**src/rtl/spi_controller_if.sv**
```systemverilog
// Request/response and SPI line bundle for spi_controller.
// The controller uses the slave modport; whoever requests frames uses master.
interface spi_controller_if;
   logic       start;
   logic       cmd_write;
   logic [6:0] addr;
   logic [7:0] wdata;
   logic       busy;
   logic       done;
   logic       SCLK;
   logic       nCS;
   logic       COPI;

   modport slave (
      input  start, cmd_write, addr, wdata,
      output busy, done, SCLK, nCS, COPI
   );

   modport master (
      output start, cmd_write, addr, wdata,
      input  busy, done, SCLK, nCS, COPI
   );
endinterface

```
**src/rtl/spi_controller.sv**
```systemverilog
// SPI mode-0 write controller: shifts {cmd_write, addr, wdata} MSB-first under nCS/SCLK.
// All serial lines come straight from flops, so SCLK and nCS cannot glitch.
module spi_controller #(
   parameter int CLK_DIV  = 4,
   parameter int CS_SETUP = 2,
   parameter int CS_HOLD  = 2,
   parameter int CS_IDLE  = 4
) (
   input  logic            clk,
   input  logic            rst,
   spi_controller_if.slave bus
);

   localparam int MAX_AB = (CLK_DIV > CS_SETUP) ? CLK_DIV : CS_SETUP;
   localparam int MAX_CD = (CS_HOLD > CS_IDLE) ? CS_HOLD : CS_IDLE;
   localparam int MAXC   = (MAX_AB > MAX_CD) ? MAX_AB : MAX_CD;
   localparam int CNT_W  = $clog2(MAXC + 1);

   localparam logic [CNT_W-1:0] DIV_LAST   = CNT_W'(CLK_DIV - 1);
   localparam logic [CNT_W-1:0] SETUP_LAST = CNT_W'(CS_SETUP - 1);
   localparam logic [CNT_W-1:0] HOLD_LAST  = CNT_W'(CS_HOLD - 1);
   // The done/idle cycle itself is the last high cycle of the inter-frame gap.
   localparam logic [CNT_W-1:0] GAP_LAST   = CNT_W'(CS_IDLE - 2);

   typedef enum logic [2:0] {
      S_IDLE,
      S_SETUP,
      S_HIGH,
      S_LOW,
      S_HOLD,
      S_GAP
   } state_t;

   state_t           state_q, state_d;
   logic [CNT_W-1:0] cnt_q, cnt_d;
   logic [4:0]       bitcnt_q, bitcnt_d;
   logic [15:0]      shreg_q, shreg_d;
   logic             sclk_q, sclk_d;
   logic             ncs_q, ncs_d;
   logic             copi_q, copi_d;
   logic             busy_q, busy_d;
   logic             done_q, done_d;

   always_comb begin
      state_d  = state_q;
      cnt_d    = cnt_q + CNT_W'(1);
      bitcnt_d = bitcnt_q;
      shreg_d  = shreg_q;
      done_d   = 1'b0;

      case (state_q)
         S_IDLE: begin
            cnt_d = '0;
            if (bus.start) begin
               shreg_d  = {bus.cmd_write, bus.addr, bus.wdata};
               bitcnt_d = '0;
               state_d  = S_SETUP;
            end
         end
         S_SETUP: begin
            if (cnt_q == SETUP_LAST) begin
               cnt_d   = '0;
               state_d = S_HIGH;
            end
         end
         S_HIGH: begin
            if (cnt_q == DIV_LAST) begin
               cnt_d    = '0;
               bitcnt_d = bitcnt_q + 5'd1;
               if (bitcnt_q == 5'd15) begin
                  state_d = S_HOLD;
               end else begin
                  // Shift on the falling edge so COPI settles a full half-period before the rise.
                  shreg_d = {shreg_q[14:0], 1'b0};
                  state_d = S_LOW;
               end
            end
         end
         S_LOW: begin
            if (cnt_q == DIV_LAST) begin
               cnt_d   = '0;
               state_d = S_HIGH;
            end
         end
         S_HOLD: begin
            if (cnt_q == HOLD_LAST) begin
               cnt_d   = '0;
               state_d = S_GAP;
            end
         end
         S_GAP: begin
            if (cnt_q == GAP_LAST) begin
               cnt_d   = '0;
               done_d  = 1'b1;
               state_d = S_IDLE;
            end
         end
         default: begin
            cnt_d   = '0;
            state_d = S_IDLE;
         end
      endcase

      // Line values are decoded from the next state and registered with it.
      ncs_d  = !(state_d inside {S_SETUP, S_HIGH, S_LOW, S_HOLD});
      sclk_d = (state_d == S_HIGH);
      copi_d = (state_d inside {S_SETUP, S_HIGH, S_LOW}) ? shreg_d[15] : 1'b0;
      busy_d = (state_d != S_IDLE);
   end

   always_ff @(posedge clk) begin
      if (rst) begin
         state_q  <= S_IDLE;
         cnt_q    <= '0;
         bitcnt_q <= '0;
         sclk_q   <= 1'b0;
         ncs_q    <= 1'b1;
         copi_q   <= 1'b0;
         busy_q   <= 1'b0;
         done_q   <= 1'b0;
      end else begin
         state_q  <= state_d;
         cnt_q    <= cnt_d;
         bitcnt_q <= bitcnt_d;
         sclk_q   <= sclk_d;
         ncs_q    <= ncs_d;
         copi_q   <= copi_d;
         busy_q   <= busy_d;
         done_q   <= done_d;
      end
   end

   always_ff @(posedge clk) begin
      shreg_q <= shreg_d;
   end

   assign bus.SCLK = sclk_q;
   assign bus.nCS  = ncs_q;
   assign bus.COPI = copi_q;
   assign bus.busy = busy_q;
   assign bus.done = done_q;

endmodule

```
**src/flat_wrapper.sv**
```systemverilog
// flat-port wrapper written by rule: the top's interface ports become plain ports
module spi_controller_flat 
#(
   parameter int CLK_DIV  = 4,
   parameter int CS_SETUP = 2,
   parameter int CS_HOLD  = 2,
   parameter int CS_IDLE  = 4
)
  (clk, rst, bus_start, bus_cmd_write, bus_addr, bus_wdata, bus_busy, bus_done, bus_SCLK, bus_nCS, bus_COPI);
  spi_controller_if bus_i ();
  input  logic clk;
  input  logic rst;
  input wire logic [$bits(bus_i.start)-1:0] bus_start;
  input wire logic [$bits(bus_i.cmd_write)-1:0] bus_cmd_write;
  input wire logic [$bits(bus_i.addr)-1:0] bus_addr;
  input wire logic [$bits(bus_i.wdata)-1:0] bus_wdata;
  output wire logic [$bits(bus_i.busy)-1:0] bus_busy;
  output wire logic [$bits(bus_i.done)-1:0] bus_done;
  output wire logic [$bits(bus_i.SCLK)-1:0] bus_SCLK;
  output wire logic [$bits(bus_i.nCS)-1:0] bus_nCS;
  output wire logic [$bits(bus_i.COPI)-1:0] bus_COPI;
  assign bus_i.start = bus_start;
  assign bus_i.cmd_write = bus_cmd_write;
  assign bus_i.addr = bus_addr;
  assign bus_i.wdata = bus_wdata;
  assign bus_busy = bus_i.busy;
  assign bus_done = bus_i.done;
  assign bus_SCLK = bus_i.SCLK;
  assign bus_nCS = bus_i.nCS;
  assign bus_COPI = bus_i.COPI;
  spi_controller #(.CLK_DIV(CLK_DIV), .CS_SETUP(CS_SETUP), .CS_HOLD(CS_HOLD), .CS_IDLE(CS_IDLE)) u_core (.clk(clk), .rst(rst), .bus(bus_i));
endmodule
```
**config.mk**
```make
export PLATFORM = sky130hd
export DESIGN_NAME = spi_controller_flat
export DESIGN_NICKNAME = d
export VERILOG_FILES = /design/src/rtl/spi_controller_if.sv /design/src/rtl/spi_controller.sv /design/src/flat_wrapper.sv
export SDC_FILE = /design/constraint.sdc
export NUM_CORES = 1
export LEC_CHECK = 0
export CAP_MARGIN = 20
export CORE_UTILIZATION = 55
export DETAILED_ROUTE_END_ITERATION = 8
export GPL_ROUTABILITY_DRIVEN = 0
export PLACE_DENSITY_LB_ADDON = 0.15
export SYNTH_ARGS = -nofsm -noshare
export SYNTH_HDL_FRONTEND = slang
export SYNTH_SLANG_ARGS = --single-unit
```
**constraint.sdc**
```tcl
create_clock -name clk -period 6.55 [get_ports clk]
set_input_delay 1.6375 -clock clk [delete_from_list [all_inputs] [get_ports clk]]
set_output_delay 1.6375 -clock clk [all_outputs]
set_load 0.02 [all_outputs]
```
==> flow_metrics.env, run 1 <==
export IMPL_outcome="finished, final reports clean"
export IMPL_fin_crit_ns=3.31
export IMPL_end_kind="flop"
export IMPL_cp_num_cells=6
export IMPL_pwr_share_seq_pct=53.0
export IMPL_die_h_um=55.3
export IMPL_grt_pass1_vias=1080
export IMPL_setup_worst_path_start_class="primary input"
export IMPL_power_switching_uw=106
export IMPL_required_ns=6.81
export IMPL_finalSetupTns_ns=0
export IMPL_num_antenna_cells=0
export IMPL_drt_pass1_iter_count=5
export IMPL_worst_skew_pair_late_latency_ns=0.34
export IMPL_port_buffer_count=23
export IMPL_worst_pin_slew_ns=0.746
export IMPL_hold_viol_final=0
export IMPL_postRouteAntennaNets=0
export IMPL_dp_hpwl_mm=2.12
export IMPL_ir_drop_mv=0.210
export IMPL_postSynthCellCount=137
export IMPL_initial_core_util_pct=60.8
export IMPL_synthTopCellsByArea="edfxtp_1, dfxtp_1, a22o_1"
export IMPL_syn_area_um2=1560
export IMPL_yosys_most_used_dff="dfxtp_1"
export IMPL_gr_total_overflow=0
export IMPL_cts_tree="done"
export IMPL_fin_area_um2=1880
export IMPL_critical_path_class="primary input to flop"
export IMPL_h_tree_depth=2
export IMPL_fin_skew_ns=0.00603
export IMPL_crit_end="u_core.bus.nCS$_SDFF_PP1_"
export IMPL_power_share_clock_pct=33.3
export IMPL_worst_hold_slack_ns=0.469
export IMPL_antenna_found_initial=0
export IMPL_row_count=18
export IMPL_rsz0062_at_grt="false"
export IMPL_power_report_internal_total_uw=340
export IMPL_setup_viol=0
export IMPL_grt_pass1_wl_mm=4.95
export IMPL_crit_family="buffers and inverters"
export IMPL_post_drt_via_cell_ratio=5.93
export IMPL_synth_most_common_cell="dfxtp_1"
export IMPL_synth_fp_nets=165
export IMPL_fillers=193
export IMPL_dpl_cell_count=183
export IMPL_register_area_um2=791
export IMPL_synth_cell_types=41
export IMPL_io_pins=24
export IMPL_cts_sinks=32
export IMPL_critPathBufInv=2
export IMPL_synth_top_area_share_pct=28.9
export IMPL_cts_buffers_inserted=5
export IMPL_async_flop_share_pct=0
export IMPL_clock_fmax_mhz=302
export IMPL_ys_ff_latch=32
export IMPL_root_buffer="clkbuf_4"
export IMPL_min_delay_path_class="flop to flop"
export IMPL_r2r_slack_ns=3.91
export IMPL_powerDensity_nw_per_um2=237
export IMPL_placed_cell_area_um2=1800
export IMPL_cts_setup_buffers=0
export IMPL_critPathSlowestCell="nor4_4"
export IMPL_track_usage_pct=21.2
export IMPL_r2r_cells=7
export IMPL_max_stage_delay_ns=0.46
export IMPL_synth_top_area_cell="edfxtp_1"
export IMPL_drv_slew=0
export IMPL_reg2reg_to="u_core.bus.SCLK$_SDFF_PP0_"
export IMPL_synth_edf_count=15
export IMPL_setup_ws_ns=3.24
export IMPL_cp_arrival_ns=3.57
export IMPL_drive_gt1_share_pct=9.88
export IMPL_grt_max_degree=21
export IMPL_syn_area_per_cell_um2=11.4
export IMPL_nets=189
export IMPL_period_share_pct=50.5
export IMPL_drtIter0Drc=31
export IMPL_finalPower_uw=446
export IMPL_utilization_pct=73.3
export IMPL_fin_cells=192
export IMPL_multi_input_area_um2=712
export IMPL_cts_buffer_depth=2
export IMPL_crit_start="bus_start"
export IMPL_r2r_start="u_core.bitcnt_q[0]$_SDFFE_PP0P_"
export IMPL_cts_resized=0
export IMPL_cts_hold_buf=0
export IMPL_p_leak_nw=0.674
export IMPL_place_ws_ns=2.91
export IMPL_wl_mm=3.01
export IMPL_synth_seq_area_share_pct=50.7
export IMPL_coreArea_um2=2570
export IMPL_num_vias=1139
export IMPL_synth_warning_count=0
export IMPL_wire_per_inst_um=15.7
export IMPL_sw_frac_of_total_pct=23.8
export IMPL_synth_common_cells="dfxtp_1, edfxtp_1, a22o_1"
export IMPL_syn2layout_area_growth_pct=20.6
export IMPL_crit_chain="clkdlybuf4s50_1, nor4b_2, buf_4, a21o_1, nor4_4, mux2i_1"
export IMPL_post_route_drc_count=0
export IMPL_combPwrFrac_pct=13.7
export IMPL_crit_fanout=20
export IMPL_dieArea_um2=3050
export IMPL_maxCapViolCount=0
export IMPL_slew_headroom_pct=50.3
export IMPL_clkTransAtPathRegs_ns=0.10
export IMPL_die_w_um=55.3
-- placed cells by master (no fill, tap or decap), types with 2 or more instances in the layout --
cell	instances
a21o_1	3
a21oi_1	8
a22o_1	14
a31oi_1	2
and2_1	2
clkbuf_4	5
clkdlybuf4s50_1	23
dfxtp_1	17
edfxtp_1	15
ha_1	9
inv_1	6
mux2i_1	2
nand2_1	3
nand2b_1	6
nand3b_1	3
nor2_1	8
nor3_1	4
nor4b_2	2
o31ai_1	2
or4_1	2
xor2_1	2
-- area by class of cell --
cell class / instances / area share [%]
multi-input combinational: 91 / 37.8
sequential: 32 / 42.0
tap: 30 / 1.99
inverter: 6 / 1.20
clock inverter: 2 / 1.86
timing repair buffer: 25 / 12.9
clock buffer: 6 / 2.19
-- kinds of logic (layout without fill, tap and decap cells) --
logic type | after synthesis | after routing | share of synthesized area [%]
AOI/OAI and AO/OA | 33 | 33 | 15.6
xor gates and xnor gates | 2 | 2 | 1.12
adders and majority gates | 9 | 9 | 7.22
buffers and inverters | 14 | 39 | 4.09
DFF | 32 | 32 | 50.7
muxes | 3 | 3 | 2.00
and+or+nand+nor | 44 | 44 | 19.2
-- how the worst min path moves through the flow --
stage                               start                         end  slack [ns]  depth (start not counted)
2_1_floorplan  u_core.shreg_q[15]$_DFF_P_  u_core.shreg_q[15]$_DFF_P_        0.43                          2
3_3_place_gp   u_core.shreg_q[15]$_DFF_P_  u_core.shreg_q[15]$_DFF_P_        0.44                          2
3_5_place_dp   u_core.shreg_q[15]$_DFF_P_  u_core.shreg_q[15]$_DFF_P_        0.46                          2
4_1_cts        u_core.shreg_q[15]$_DFF_P_  u_core.shreg_q[15]$_DFF_P_        0.47                          2
5_1_grt        u_core.shreg_q[15]$_DFF_P_  u_core.shreg_q[15]$_DFF_P_        0.51                          2
6_report       u_core.shreg_q[15]$_DFF_P_  u_core.shreg_q[15]$_DFF_P_        0.47                          2
-- power groups by stage --
stage	logic (mW)	registers, mW	clock network [mW]
4_1_cts	0.0616	0.237	0.149
3_3_place_gp	0.0593	0.240	0
6_report	0.0611	0.237	0.149
2_1_floorplan	0.0371	0.240	0
5_1_grt	0.0657	0.239	0.157
3_5_place_dp	0.0610	0.241	0
-- state kept, by name (all words and copies together), names as in the netlist --
name and cells:
u_core.bus.done 1, u_core.bus.busy 1, u_core.bus.nCS 1, u_core.shreg_q 16, u_core.state_q 3, u_core.bus.SCLK 1
u_core.cnt_q 3, u_core.bus.COPI 1, u_core.bitcnt_q 5
-- routing by layer --
| metal | track usage, % | share of wire [%] |
|---|---|---|
| met1 | 26.2 | 44 |
| met2 | 34.8 | 49 |
| met3 | 5.62 | 6.2 |
| met4 | 9.64 | 1.2 |
| met5 | 0 | 0 |
-- worst min-delay path, delay by kind of cell, from the launching register on --
family / cells / cell delay [ns]
buf+inv: 1 / 0.05
flops: 1 / 0.31
compound gates: 1 / 0.07
(Power assumes the default switching activity.)
==> inputs of run 2 (changes only) <==
- CORE_UTILIZATION: 55 -> 47
- clock period: 6.55 -> 2.9 ns (I/O delays scaled with it)
==> run 2 against run 1 <==
- critical path depth did not move
- global-route usage shrank 3.2 points
- critical endpoint is now u_core.shreg_q[14]$_DFFE_PP_
- design area grew 1.5%
- combinational power increased by 130%
- routed wire length fell by 2.8%
- cell count is 7.8% higher
- largest cell class unchanged
- clock skew is essentially flat
- die area is 16% higher
- largest power group unchanged
- sequential cell count did not move
- total power up 120%
==> flow_metrics.env, run 2 (synthesis gave the netlist of run 1 again) <==
export IMPL_min_path_cells=2
export IMPL_required_ns=2.93
export IMPL_reg2reg_to="u_core.shreg_q[14]$_DFFE_PP_"
export IMPL_port_buffer_count=23
export IMPL_fin_crit_ns=2.38
export IMPL_row_count=20
export IMPL_cp_arrival_ns=2.41
export IMPL_antenna_found_initial=0
export IMPL_crit_top_cell="ha_1"
export IMPL_postRouteAntennaNets=0
export IMPL_worst_skew_pair_late_latency_ns=0.33
export IMPL_track_usage_pct=18.0
export IMPL_drive_gt1_share_pct=10.4
export IMPL_ir_drop_mv=0.340
export IMPL_grt_max_degree=20
export IMPL_finalPower_mw=1.00
export IMPL_syn2layout_area_growth_pct=22.4
export IMPL_gr_total_overflow=0
export IMPL_io_pins=24
export IMPL_top_register="u_core.shreg_q"
export IMPL_wire_per_inst_um=14.1
export IMPL_grt_pass1_vias=1051
export IMPL_post_drt_via_cell_ratio=5.53
export IMPL_worstHoldEndpoint="u_core.shreg_q[15]$_DFF_P_"
export IMPL_hp_start="u_core.shreg_q[15]$_DFF_P_"
export IMPL_fillers=286
export IMPL_cts_tree="done"
export IMPL_critPathBufInv=1
export IMPL_num_antenna_cells=0
export IMPL_maxCapViolCount=0
export IMPL_finalSetupTns_ns=0
export IMPL_worst_hold_slack_ns=0.475
export IMPL_drt_pass1_iter_count=4
export IMPL_crit_family="simple AND/OR/NAND/NOR gates"
export IMPL_outcome="finished, final reports clean"
export IMPL_multi_input_area_um2=712
export IMPL_drv_slew=0
export IMPL_reg_largest_list="u_core.shreg_q: 16 flops, u_core.bitcnt_q: 5 flops"
export IMPL_max_stage_delay_ns=0.56
export IMPL_cts_setup_buffers=0
export IMPL_r2r_cells=6
export IMPL_hold_viol_final=0
export IMPL_r2r_slack_ns=0.52
export IMPL_drtIter0Drc=57
export IMPL_cts_buffers_inserted=5
export IMPL_dieArea_um2=3550
export IMPL_coreArea_um2=3100
export IMPL_cts_sinks=32
export IMPL_critPathSlowestCell="nor4b_1"
export IMPL_register_area_um2=791
export IMPL_critical_path_class="flop to flop"
export IMPL_powerDensity_nw_per_um2=526
export IMPL_most_common_layout_cells="clkdlybuf4s50_1, dfxtp_1, edfxtp_1"
export IMPL_fin_cells=207
export IMPL_period_share_pct=82.0
export IMPL_crit_chain="ha_1, and3_1, ha_1, nor4b_1, a21o_1, buf_4"
export IMPL_largest_reg_flops=16
export IMPL_slew_headroom_pct=60.0
export IMPL_r2r_start="u_core.bitcnt_q[0]$_SDFFE_PP0P_"
export IMPL_cts_hold_buf=0
export IMPL_end_kind="flop"
export IMPL_place_ws_ns=0.554
export IMPL_final_common_cell="clkdlybuf4s50_1"
export IMPL_setup_worst_path_start_class="flop"
export IMPL_clkTransAtPathRegs_ns=0.09
export IMPL_utilization_pct=61.5
export IMPL_die_h_um=59.6
export IMPL_num_vias=1145
export IMPL_placed_cell_area_um2=1830
export IMPL_dpl_cell_count=199
export IMPL_post_route_drc_count=0
export IMPL_root_buffer="clkbuf_4"
export IMPL_wl_mm=2.93
export IMPL_dp_hpwl_mm=2.03
export IMPL_h_tree_depth=2
export IMPL_fin_skew_ns=0.00559
export IMPL_die_w_um=59.6
export IMPL_cts_resized=0
export IMPL_p_leak_nw=0.679
export IMPL_clock_fmax_mhz=421
export IMPL_rsz0062_at_grt="false"
export IMPL_fin_area_um2=1910
export IMPL_setup_viol=0
export IMPL_grt_pass1_wl_mm=4.60
export IMPL_worst_pin_slew_ns=0.592
export IMPL_setup_ws_ns=0.522
export IMPL_initial_core_util_pct=50.3
export IMPL_min_delay_path_class="flop to flop"
export IMPL_crit_fanout=15
export IMPL_nets=190
export IMPL_cts_buffer_depth=2
## run 2: cell count changes in the layout (fill, tap and decap cells not counted), sizes merged
cell	delta
buf	+1
## run 2: final cells by class
class	count	share of cell area, %
clock buffers	6	2.16
clock inverters	2	1.83
inverters	6	1.18
multi-input cells	91	37.3
flip-flops and latches	32	41.4
well taps	44	2.88
repair buffers	26	13.2
## run 2: worst max path at each step
stage	to	slack, ns	startpoint	cells after the start
finish	u_core.shreg_q[14]$_DFFE_PP_	0.52	u_core.bitcnt_q[0]$_SDFFE_PP0P_	6
global placement	u_core.shreg_q[5]$_DFFE_PP_	0.66	u_core.bitcnt_q[0]$_SDFFE_PP0P_	6
detailed placement	u_core.shreg_q[6]$_DFFE_PP_	0.55	u_core.bitcnt_q[0]$_SDFFE_PP0P_	6
floorplan	u_core.bus.SCLK$_SDFF_PP0_	0.69	u_core.bitcnt_q[0]$_SDFFE_PP0P_	7
CTS	u_core.shreg_q[14]$_DFFE_PP_	0.51	u_core.bitcnt_q[0]$_SDFFE_PP0P_	6
global route	u_core.shreg_q[14]$_DFFE_PP_	0.37	u_core.bitcnt_q[0]$_SDFFE_PP0P_	6
## run 2: routing by layer
metal  part of all wire (%)  up-vias  GRT usage [%]
li1                       -      564              -
met1                     46      542           22.9
met2                     46       32           27.6
met3                    5.2        7           4.80
met4                    1.9        0           10.3
met5                      0        -              0
## run 2: worst min-delay path, delay by kind of cell (launching register included)
family          cells  cell delay [ns]
compound gates      1             0.07
flops               1             0.32
buf+inv             1             0.05
## run 2: report_power, final
group          internal (mW)  switching, mW  leakage (nW)  total, mW
sequential             0.515         0.0188         0.287      0.534
combinational         0.0745         0.0666         0.350      0.141
clock                  0.181          0.148        0.0422      0.328
total                  0.770          0.233         0.679       1.00
